**config.mk**
```make
export PLATFORM = sky130hd
export DESIGN_NAME = coffee_selector
export DESIGN_NICKNAME = d
export VERILOG_FILES = /design/src/rtl/coffee_selector.sv
export SDC_FILE = /design/constraint.sdc
export NUM_CORES = 1
export LEC_CHECK = 0
export BUFFER_PORTS_ARGS = -buffer_cell sky130_fd_sc_hd__buf_2
export CORE_ASPECT_RATIO = 1.5
export CORE_MARGIN = 1
export CORE_UTILIZATION = 40
export DETAILED_ROUTE_END_ITERATION = 10
export HOLD_SLACK_MARGIN = 0.06
export PLACE_DENSITY = 0.62
export SLEW_MARGIN = 20
export SYNTH_ARGS = -nofsm -noshare
export SYNTH_HDL_FRONTEND = slang
export SYNTH_SLANG_ARGS = --single-unit
export TNS_END_PERCENT = 30
```
**constraint.sdc**
```tcl
create_clock -name CLK -period 2.6 [get_ports CLK]
set_input_delay 0.52 -clock CLK [delete_from_list [all_inputs] [get_ports CLK]]
set_output_delay 0.52 -clock CLK [all_outputs]
set_load 0.005 [all_outputs]
```
**src/rtl/coffee_selector.sv**
```systemverilog
// Front-panel input side of the coffee machine: synchronizes and debounces the buttons,
// holds the one-hot drink choice and runs the REQ/BUSY handshake with the brewer.
module coffee_selector #(
  parameter int DEBOUNCE_CYCLES = 50000,
  parameter int TIMEOUT_CYCLES  = 250000000,
  parameter int CNT_W           = 28
) (
  input  logic       CLK,
  input  logic       RST_N,
  input  logic [3:0] BTN,
  input  logic       BTN_OK,
  input  logic       BTN_CANCEL,
  input  logic       BUSY,
  output logic       S0,
  output logic       S1,
  output logic       S2,
  output logic       S3,
  output logic [1:0] SEL_CODE,
  output logic       VALID,
  output logic       REQ
);

  localparam logic [CNT_W-1:0] DB_LAST  = CNT_W'(DEBOUNCE_CYCLES - 1);
  localparam logic [CNT_W-1:0] TMO_LAST = CNT_W'(TIMEOUT_CYCLES - 1);

  typedef enum logic [1:0] {IDLE, SELECTED, CONFIRM, BREWING} state_t;

  // Bits 0..3 are the drink buttons, bit 4 is OK, bit 5 is CANCEL.
  logic [5:0] raw;
  logic [5:0] press;

  assign raw = {BTN_CANCEL, BTN_OK, BTN};

  generate
    for (genvar gi = 0; gi < 6; gi++) begin : g_btn
      logic             sync1_q;
      logic             sync2_q;
      logic             level_q;
      logic             press_q;
      logic [CNT_W-1:0] cnt_q;

      // Released level after reset, so a button held through reset debounces into one press.
      always_ff @(posedge CLK) begin
        if (!RST_N) begin
          sync1_q <= 1'b1;
          sync2_q <= 1'b1;
          level_q <= 1'b1;
          press_q <= 1'b0;
          cnt_q   <= '0;
        end else begin
          sync1_q <= raw[gi];
          sync2_q <= sync1_q;
          press_q <= 1'b0;
          if (sync2_q == level_q) begin
            cnt_q <= '0;
          end else if (cnt_q == DB_LAST) begin
            cnt_q   <= '0;
            level_q <= sync2_q;
            press_q <= ~sync2_q;
          end else begin
            cnt_q <= cnt_q + CNT_W'(1);
          end
        end
      end

      assign press[gi] = press_q;
    end
  endgenerate

  logic       drink_hit;
  logic [3:0] drink_oh_d;

  // Isolate the lowest-index drink press; simultaneous higher-index presses are dropped.
  assign drink_hit  = |press[3:0];
  assign drink_oh_d = press[3:0] & (~press[3:0] + 4'd1);

  state_t           state_q;
  logic [3:0]       sel_q;
  logic             req_q;
  logic [CNT_W-1:0] tmo_q;

  always_ff @(posedge CLK) begin
    if (!RST_N) begin
      state_q <= IDLE;
      sel_q   <= '0;
      req_q   <= 1'b0;
      tmo_q   <= '0;
    end else begin
      case (state_q)
        IDLE: begin
          tmo_q <= '0;
          if (drink_hit) begin
            state_q <= SELECTED;
            sel_q   <= drink_oh_d;
          end
        end
        SELECTED: begin
          if (press[5]) begin
            state_q <= IDLE;
            sel_q   <= '0;
            tmo_q   <= '0;
          end else if (press[4]) begin
            state_q <= CONFIRM;
            req_q   <= 1'b1;
            tmo_q   <= '0;
          end else if (drink_hit) begin
            sel_q <= drink_oh_d;
            tmo_q <= '0;
          end else if (tmo_q == TMO_LAST) begin
            state_q <= IDLE;
            sel_q   <= '0;
            tmo_q   <= '0;
          end else begin
            tmo_q <= tmo_q + CNT_W'(1);
          end
        end
        CONFIRM: begin
          // An acknowledge beats a cancel arriving in the same cycle.
          if (BUSY) begin
            state_q <= BREWING;
            req_q   <= 1'b0;
          end else if (press[5]) begin
            state_q <= IDLE;
            req_q   <= 1'b0;
            sel_q   <= '0;
          end
        end
        BREWING: begin
          if (!BUSY) begin
            state_q <= IDLE;
            sel_q   <= '0;
          end
        end
        default: begin
          state_q <= IDLE;
          sel_q   <= '0;
          req_q   <= 1'b0;
          tmo_q   <= '0;
        end
      endcase
    end
  end

  assign {S3, S2, S1, S0} = sel_q;
  assign REQ              = req_q;
  assign VALID            = $onehot(sel_q);

  always_comb begin
    SEL_CODE = 2'd0;
    case (sel_q)
      4'b0010: SEL_CODE = 2'd1;
      4'b0100: SEL_CODE = 2'd2;
      4'b1000: SEL_CODE = 2'd3;
      default: SEL_CODE = 2'd0;
    endcase
  end

endmodule

```
Yosys cells after proc, flatten, opt, wreduce, memory -nomap -nowiden
Index checks and enable logic that the tools add are counted.
{ "totals": {"ff_bits": 227, "latchBits": 0, "ram_bits": 0, "romBits": 0, "input_bits": 9, "output_inout_bits": 8, "wordCells": 151, "memories": 0} }
{ "classes": {"add_sub_neg": 11, "mul": 0, "n_div": 0, "magnitude_cmp": 0, "n_eq_ne": 31, "shift": 0, "mux": 29, "n_bitwise": 21, "n_reduce_logical": 25} }
{ "op_table": {"columns": ["operator", "n"], "rows": [
  ["$add A28 B1 Y28 const B", 7],
  ["$eq A28 B16 Y1 const B", 6],
  ["$mux W28", 4],
  ["$pmux W28 S2", 1],
  ["$reduce_or A3 Y1", 12],
  ["$mux W4", 8],
  ["$eq A28 B28 Y1 const B", 1],
  ["$not A1 Y1", 19],
  ["$mux W2", 8],
  ["$pmux W4 S4", 1],
  ["$ne A2 B2 Y1 const B", 6],
  ["$ne A4 B4 Y1 const B", 3],
  ["$reduce_and A2 Y1", 6],
  ["$pmux W2 S4", 1],
  ["$eq A1 B1 Y1", 6],
  ["$ne A3 B3 Y1 const B", 2],
  ["$pmux W2 S3", 1],
  ["$reduce_and A6 Y1", 1],
  ["$reduce_and A5 Y1", 1],
  ["$add A1 B1 Y2", 2],
  ["$add A4 B1 Y4 const B", 1],
  ["$and A4 B4 Y4", 1],
  ["$eq A2 B2 Y1 const B", 2],
  ["$eq A4 B2 Y1 const B", 1],
  ["12 further kinds", 16]
]} }

Longest topological paths before layout
Gate-level depths: netlist of run 1.
{ "depth": {"depth_word": 7, "depth_mapped": 8, "depth_no_buf": 6} }

Worst setup path before layout of run 1
Ideal clock, no wire load.
{ "synth_path": {"path_kind": "register -> output", "from": "register sel_q[3]", "to": "output port VALID", "arrival_ns": 1.661, "required_time_ns": 2.080, "slack_ns": 0.419, "path_stages_with_launch": 7, "n_path_buf": 0, "path_cell_list": "dfxtp_1 > inv_1 > fa_1 > inv_1 > ha_1 > ha_1 > nor3b_1"} }
{ "synth_between": {"elab_chain_cells": 3} }
{ "synth_rtl": {"columns": ["item", "line", "source"], "rows": [
  ["start, declared", "78", "logic [3:0] sel_q;"],
  ["start signal, assigned", "94", "sel_q <= drink_oh_d;"],
  ["start signal, assigned", "107", "sel_q <= drink_oh_d;"],
  ["$add A1 B1 Y2 (implied by the code)", "146", "assign VALID = $onehot(sel_q);"],
  ["$add A2 B2 Y3 (implied by the code)", "146", null],
  ["$eq A3 B1 Y1", "146", null],
  ["end, declared", "19", "output logic VALID,"]
]} }
No other way between the ends.

Worst setup path after layout of run 1
Ends and elaborated chain as after synthesis.

==> metrics.txt, run 1 <==
initial antenna violation count 0; CTS tree yes; antenna-violating nets left 0; failing checks negative setup slack; #FFs+latches synth 227; Vias/cell 5.14; vias in the first global route 7747; FP Rows 71; placed wire-length estimate 13900 um; core area 25100 um^2; setup ws final -0.0829 ns; asr flop ratio synth 0%; DR vias 8045; worst vdd ir 0.479 mV; initial core utilization 40.7%; final non-filler cell area 11600 um^2; DRT Pass-1 Iters 4; Max Fclk 373 MHz; area delta synth->final 13.0%; cell family with the largest share of critical-path delay adder cells; Reg clk slew, reported paths 0.06 ns; Worst Hold Class primary input to register; layout cells sized above 1 8.49%; global route hottest layer met2; # clock sinks 227; drt drc 0; Max Slew Vio Count 0; LEAKAGE 3.76 nW; Die Span Y 198 um; Layout Nets 1244; GR Layer Usage met3 2.23%; H-tree depth 1; ANT cells 0; hold_buf cts 0; clk_lat worst skew 0.51 ns; mapped cell area 10200 um^2; number of DRC violations after detailed-routing iteration 0 360; crit path cell chain inv_2, fa_1, inv_1, ha_2, ha_4, nor3b_2, buf_2; IO Port Bufs 16; CP bufs+invs 3; worst reg2reg path depth 5; CP arrival 2.16 ns; CP Capture Type output pin; Post-synth EDFFs 0; # Max-Cap Violations 0; Slew Limit Headroom 52.1%; CP Data Required Time 2.08 ns; Final Hold Viols 0; FF-to-FF setup slack 0.33 ns; ys flop type dfxtp_1; clock skew 0.00958 ns; Seq/Total Area, Yosys 44.4%; startpoint types register; hold-critical path depth 2; Synthesized Nets 1209; Post-Syn Instances 1188; outcome finished with violations; max incr delay on CP 0.54 ns; Post-DP Area 10800 um^2; Final GP Congestion 0.800; FF-to-FF End tmo_q[25]; first-pass GRT wire length 36200 um; Crit Path Max Fanout 2; largest net degree at the start of global routing 37; final setup vio count 1; Tmin final 2.68 ns; gr usage total 16.2%; Hold Slack 0.197 ns; slowest cell on the critical path fa_1; total routed wirelength 20300 um; GRT overflow 0; root buffer cell clkbuf_16; syn avg cell area 8.61 um^2; die footprint 26200 um^2; RSZ-0062 raised after global routing yes; Num CTS Buffers 24; hold wc startpoint BTN_CANCEL; final period utilization 103%; routed len/inst 13.0 um; worst-case clock buffer depth 3; r2r startpoint g_btn[1].press_q; library cells used by synthesis 56; Power Density 590 nW/um^2; critical path class register to output pin; met2 Use GR 29.8%; Die X 133 um; worst slew pin tran 0.717 ns; M1 GR Usage 19.5%; I/O Pins 17; YS warnings 0; destination of the worst hold path g_btn[5].sync1_q
## final cells by class
| cell class | instances | area (um^2) |
|---|---|---|
| repair buffers | 43 | 295 |
| clock inverters | 7 | 50.0 |
| fillers | 2464 | 13600 |
| inverters | 31 | 116 |
| well taps | 328 | 410 |
| multi-input cells | 896 | 5440 |
| clock buffers | 33 | 706 |
| flip-flops and latches | 227 | 4550 |
## cell usage after synthesis (3+ instances only)
master	instances	area share, %
a21oi_1	12	0.59
a31oi_1	5	0.31
nor4_1	34	2.1
buf_2	10	0.49
nand2_1	80	2.9
xnor2_1	74	6.3
nand3_1	81	4.0
or4b_2	3	0.29
nand2b_1	14	0.86
nand4_1	69	4.2
xor2_1	105	9.0
inv_1	30	1.1
and3_1	25	1.5
nor3_1	45	2.2
o21ai_0	7	0.34
nor3b_1	3	0.22
clkbuf_1	20	0.73
nand4b_1	4	0.34
dfxtp_1	227	44
and2_1	9	0.55
and4_1	16	1.4
or3_1	7	0.43
or4_1	13	0.95
nor2_1	231	8.5
mux2i_1	11	1.1
nand3b_1	4	0.29
ha_1	11	1.3
nor4b_1	3	0.26
## layout by cell type (no fill, tap or decap), types with 3 or more instances in the layout
master      Yosys  layout
or3_1           7       7
nand4b_1        4       4
nand4_1        69      69
ha_1           11       9
nand2b_1       14      14
clkbuf_1       20       3
inv_1          30      27
nand3_1        81      81
dfxtp_2         0       3
a31oi_1         5       5
nor3_1         45      45
clkbuf_16       0      25
clkinvlp_4      0       3
nor2_1        231     231
buf_2          10      16
and3_1         25      25
inv_2           0       3
mux2i_1        11      11
clkbuf_8        0       5
or4b_2          3       3
and2_1          9       9
or4_1          13      13
dfxtp_1       227     224
xnor2_1        74      74
nand2_1        80      80
a21oi_1        12      12
buf_4           2      26
xor2_1        105     105
nand3b_1        4       4
and4_1         16      16
nor4_1         34      34
nor4b_1         3       3
o21ai_0         7       7
## sequential cells by signal, indices dropped and copies added (netlist names)
| register | flops |
|---|---|
| g_btn.level_q | 6 |
| g_btn.press_q | 6 |
| state_q | 2 |
| g_btn.cnt_q | 168 |
| sel_q | 4 |
| g_btn.sync2_q | 6 |
| g_btn.sync1_q | 6 |
| tmo_q | 28 |
| REQ | 1 |
## kinds of logic after synthesis
group	after synthesis	share of synthesized area (%)
buffers and inverters	65	2.65
and+or+nand+nor	657	32.5
adders and majority gates	12	1.54
xor gates and xnor gates	179	15.3
AOI/OAI and AO/OA	36	2.37
muxes	12	1.19
DFF	227	44.4
## report_power, final
group | switching, mW | internal [mW] | total, mW
Clock | 1.37 | 1.89 | 3.27
Sequential | 0.00663 | 3.49 | 3.50
Combinational | 0.0426 | 0.0211 | 0.0638
## through the flow
stage	TNS, ns	total power, mW	util (%)	instances	worst slack [ns]
5_1_grt	-0.154	7.09	46.0	1565	-0.154
2_1_floorplan	0	3.61	-	1188	0.419
3_3_place_gp	0	3.64	42.9	1524	0.0416
3_5_place_dp	-0.0194	3.64	42.9	1524	-0.0194
4_1_cts	-0.109	6.94	46.0	1565	-0.109
6_report	-0.0829	6.83	46.0	1565	-0.0829
## worst reg2reg max path: cells and delay by family (launching register included)
family / cells / cell delay, ns
flops: 1 / 0.33
simple gates: 2 / 0.79
compound gates: 3 / 1.08
## routing by layer
layer | routed length [um] | vias to the layer above
met5 | 0 | -
met4 | 331 | 0
met3 | 652 | 26
met2 | 10200 | 81
met1 | 9100 | 3766
li1 | - | 4172
## how the worst max path moves through the flow
stage          cells after the start         to              from
3_5_place_dp                       5  tmo_q[25]  g_btn[1].press_q
5_1_grt                            7      VALID          sel_q[3]
6_report                           7      VALID          sel_q[3]
2_1_floorplan                      6      VALID          sel_q[3]
4_1_cts                            7      VALID          sel_q[3]
3_3_place_gp                       5  tmo_q[25]  g_btn[1].press_q
## repair_timing
item                                    4_1_cts  5_1_grt
endpoints found under the setup margin        2        1
hold endpoints to repair                      0        0
gates cloned                                  0        0
pin swaps                                     3        0
setup buffers                                 1        0
gates resized for setup                       8        2
No activity file was read; power rests on OpenSTA's default activity.
==> run 2: changes to the inputs <==
--- a/config.mk
+++ b/config.mk
@@ -12,6 +12,7 @@
 export DETAILED_ROUTE_END_ITERATION = 10
 export HOLD_SLACK_MARGIN = 0.06
 export PLACE_DENSITY = 0.62
+export SKIP_CTS_REPAIR_TIMING = 1
 export SLEW_MARGIN = 20
 export SYNTH_ARGS = -nofsm -noshare
 export SYNTH_HDL_FRONTEND = slang
==> metrics.txt, run 2 (synthesized netlist as in run 1, its figures left out) <==
outcome finished with violations; failing checks negative setup slack; Vias/cell 5.14 (about the same); most frequent cells in the layout nor2_1 (231), dfxtp_1 (224), xor2_1 (105), nand3_1 (81), nand2_1 (80); number of DRC violations after detailed-routing iteration 0 367 (+1.9%); sw power 1.42 mW (about the same); critical path class register to output pin; clock skew 0.00904 ns (-0.000532 ns); RSZ-0062 raised after global routing yes; final non-filler cell area 11600 um^2 (unchanged); DR vias 8038 (-0.087%); FP Rows 71 (unchanged); Reg with most FFs g_btn.cnt_q; Critical Path Source sel_q[3]; setup ws final -0.0828 ns (+0.0000262 ns); worst slew pin tran 0.716 ns (-0.00116 ns); drt drc 0 (unchanged); routed len/inst 13.0 um (about the same); gr usage total 16.1% (-0.039 points); final setup vio count 1 (unchanged); Tmin final 2.68 ns (-0.0000262 ns); area delta synth->final 13.0% (unchanged); CP Data Required Time 2.08 ns (about the same); Worst Hold Class primary input to register; final-layout fill cell count 2464 (unchanged); Final Hold Viols 0 (unchanged); Die X 133 um (unchanged); worst reg2reg path depth 5 (unchanged); placed wire-length estimate 13900 um (unchanged); H-tree depth 1 (unchanged); largest net degree at the start of global routing 37 (unchanged); Final GP Congestion 0.800 (unchanged); die footprint 26200 um^2 (unchanged); M1 GR Usage 19.5% (+0.048 points); clk_lat worst skew 0.51 ns (about the same); sw frac 20.8% (about the same); Setup TNS -0.0828 ns (+0.0000262 ns); destination of the worst hold path g_btn[5].sync1_q; DRT Pass-1 Iters 4 (unchanged); hold-critical path depth 2 (unchanged); worst vdd ir 0.479 mV (about the same); CP arrival 2.16 ns (about the same); ANT cells 0 (unchanged); final period utilization 103% (about the same); layout cells sized above 1 8.49% (unchanged); Multi-input gate area 5440 um^2 (unchanged); max reg flops 168 (unchanged); final core occ 46.0% (unchanged); GR Layer Usage met3 2.23% (unchanged); hold wc startpoint BTN_CANCEL; # clock sinks 227 (unchanged); Num CTS Buffers 24 (unchanged); Placed Instances 1524 (unchanged); Tot Pwr 6.83 mW (about the same); Power Density 590 nW/um^2 (about the same); max incr delay on CP 0.54 ns (about the same); root buffer cell clkbuf_16; CTS tree yes; # Max-Cap Violations 0 (unchanged); Crit Path Max Fanout 2 (unchanged); vias in the first global route 7718 (-0.37%); met2 Use GR 29.6% (-0.19 points); total routed wirelength 20300 um (about the same); Reg clk slew, reported paths 0.06 ns (about the same); first-pass GRT wire length 36100 um (-0.19%); CP Capture Type output pin; initial core utilization 40.7% (unchanged); FF-to-FF setup slack 0.33 ns (about the same); IO Port Bufs 16 (unchanged); Max Slew Vio Count 0 (unchanged); slowest cell on the critical path fa_1; global route hottest layer met2; crit path cell chain inv_2, fa_1, inv_1, ha_2, ha_4, nor3b_2, buf_2; register area 4550 um^2 (unchanged); Post-DP Area 10800 um^2 (unchanged); clock share of power 47.9% (about the same); core area 25100 um^2 (unchanged); Max Fclk 373 MHz (about the same); Hold Slack 0.197 ns (+0.0000260 ns); worst-case clock buffer depth 3 (unchanged); largest registers g_btn.cnt_q: 168 flops, tmo_q: 28 flops; Die Span Y 198 um (unchanged); LEAKAGE 3.76 nW (unchanged); startpoint types register; Layout Cells excl Fill 1565 (unchanged); r2r startpoint g_btn[1].press_q; antenna-violating nets left 0 (unchanged); Seq pwr share 51.2% (about the same); GRT overflow 0 (unchanged); Comb pwr share 0.9% (about the same); FF-to-FF End tmo_q[25]; most common cell after layout, fill and taps aside nor2_1; internal power 5.40 mW (about the same); Placement Setup Slack -0.0194 ns (unchanged); initial antenna violation count 0 (unchanged); Slew Limit Headroom 52.2% (+0.077 points); Layout Nets 1244 (unchanged); I/O Pins 17 (unchanged)
## run 2: cell counts in the layout (fill, tap and decap cells not counted)
No cell type changed its count.
## run 2: routing by layer
layer,vias to the layer above,share of wire [%]
li1,4170,-
met1,3767,45
met2,75,50
met3,26,3.1
met4,0,1.6
met5,-,0
## run 2: layout make-up
class	count	share of cell area, %
Clock buffer	33	6.10
Inverter	31	1.01
Multi-Input combinational cell	896	47.0
Sequential cell	227	39.3
Tap cell	328	3.55
Clock inverter	7	0.433
Timing Repair Buffer	43	2.55
## run 2: worst max-delay path by stage
| stage | endpoint |
|---|---|
| after floorplan | VALID |
| after global placement | tmo_q[25] |
| after detailed placement | tmo_q[25] |
| after CTS | VALID |
| after global routing | VALID |
| final | VALID |
## run 2: worst max-delay path: cells and delay by family, from the launching register on
kind,cells,cell delay (ns)
AND/OR/NAND/NOR,1,0.15
adder cells (fa/ha/maj),3,0.95
flip-flops,1,0.33
buffers and inverters,3,0.23
## run 2: power groups by stage
stage	clock network, mW	registers (mW)	logic, mW
global placement	0	3.57	0.0648
floorplan	0	3.57	0.0426
detailed placement	0	3.57	0.0652
global route	3.52	3.49	0.0725
CTS	3.38	3.49	0.0652
finish	3.27	3.50	0.0639
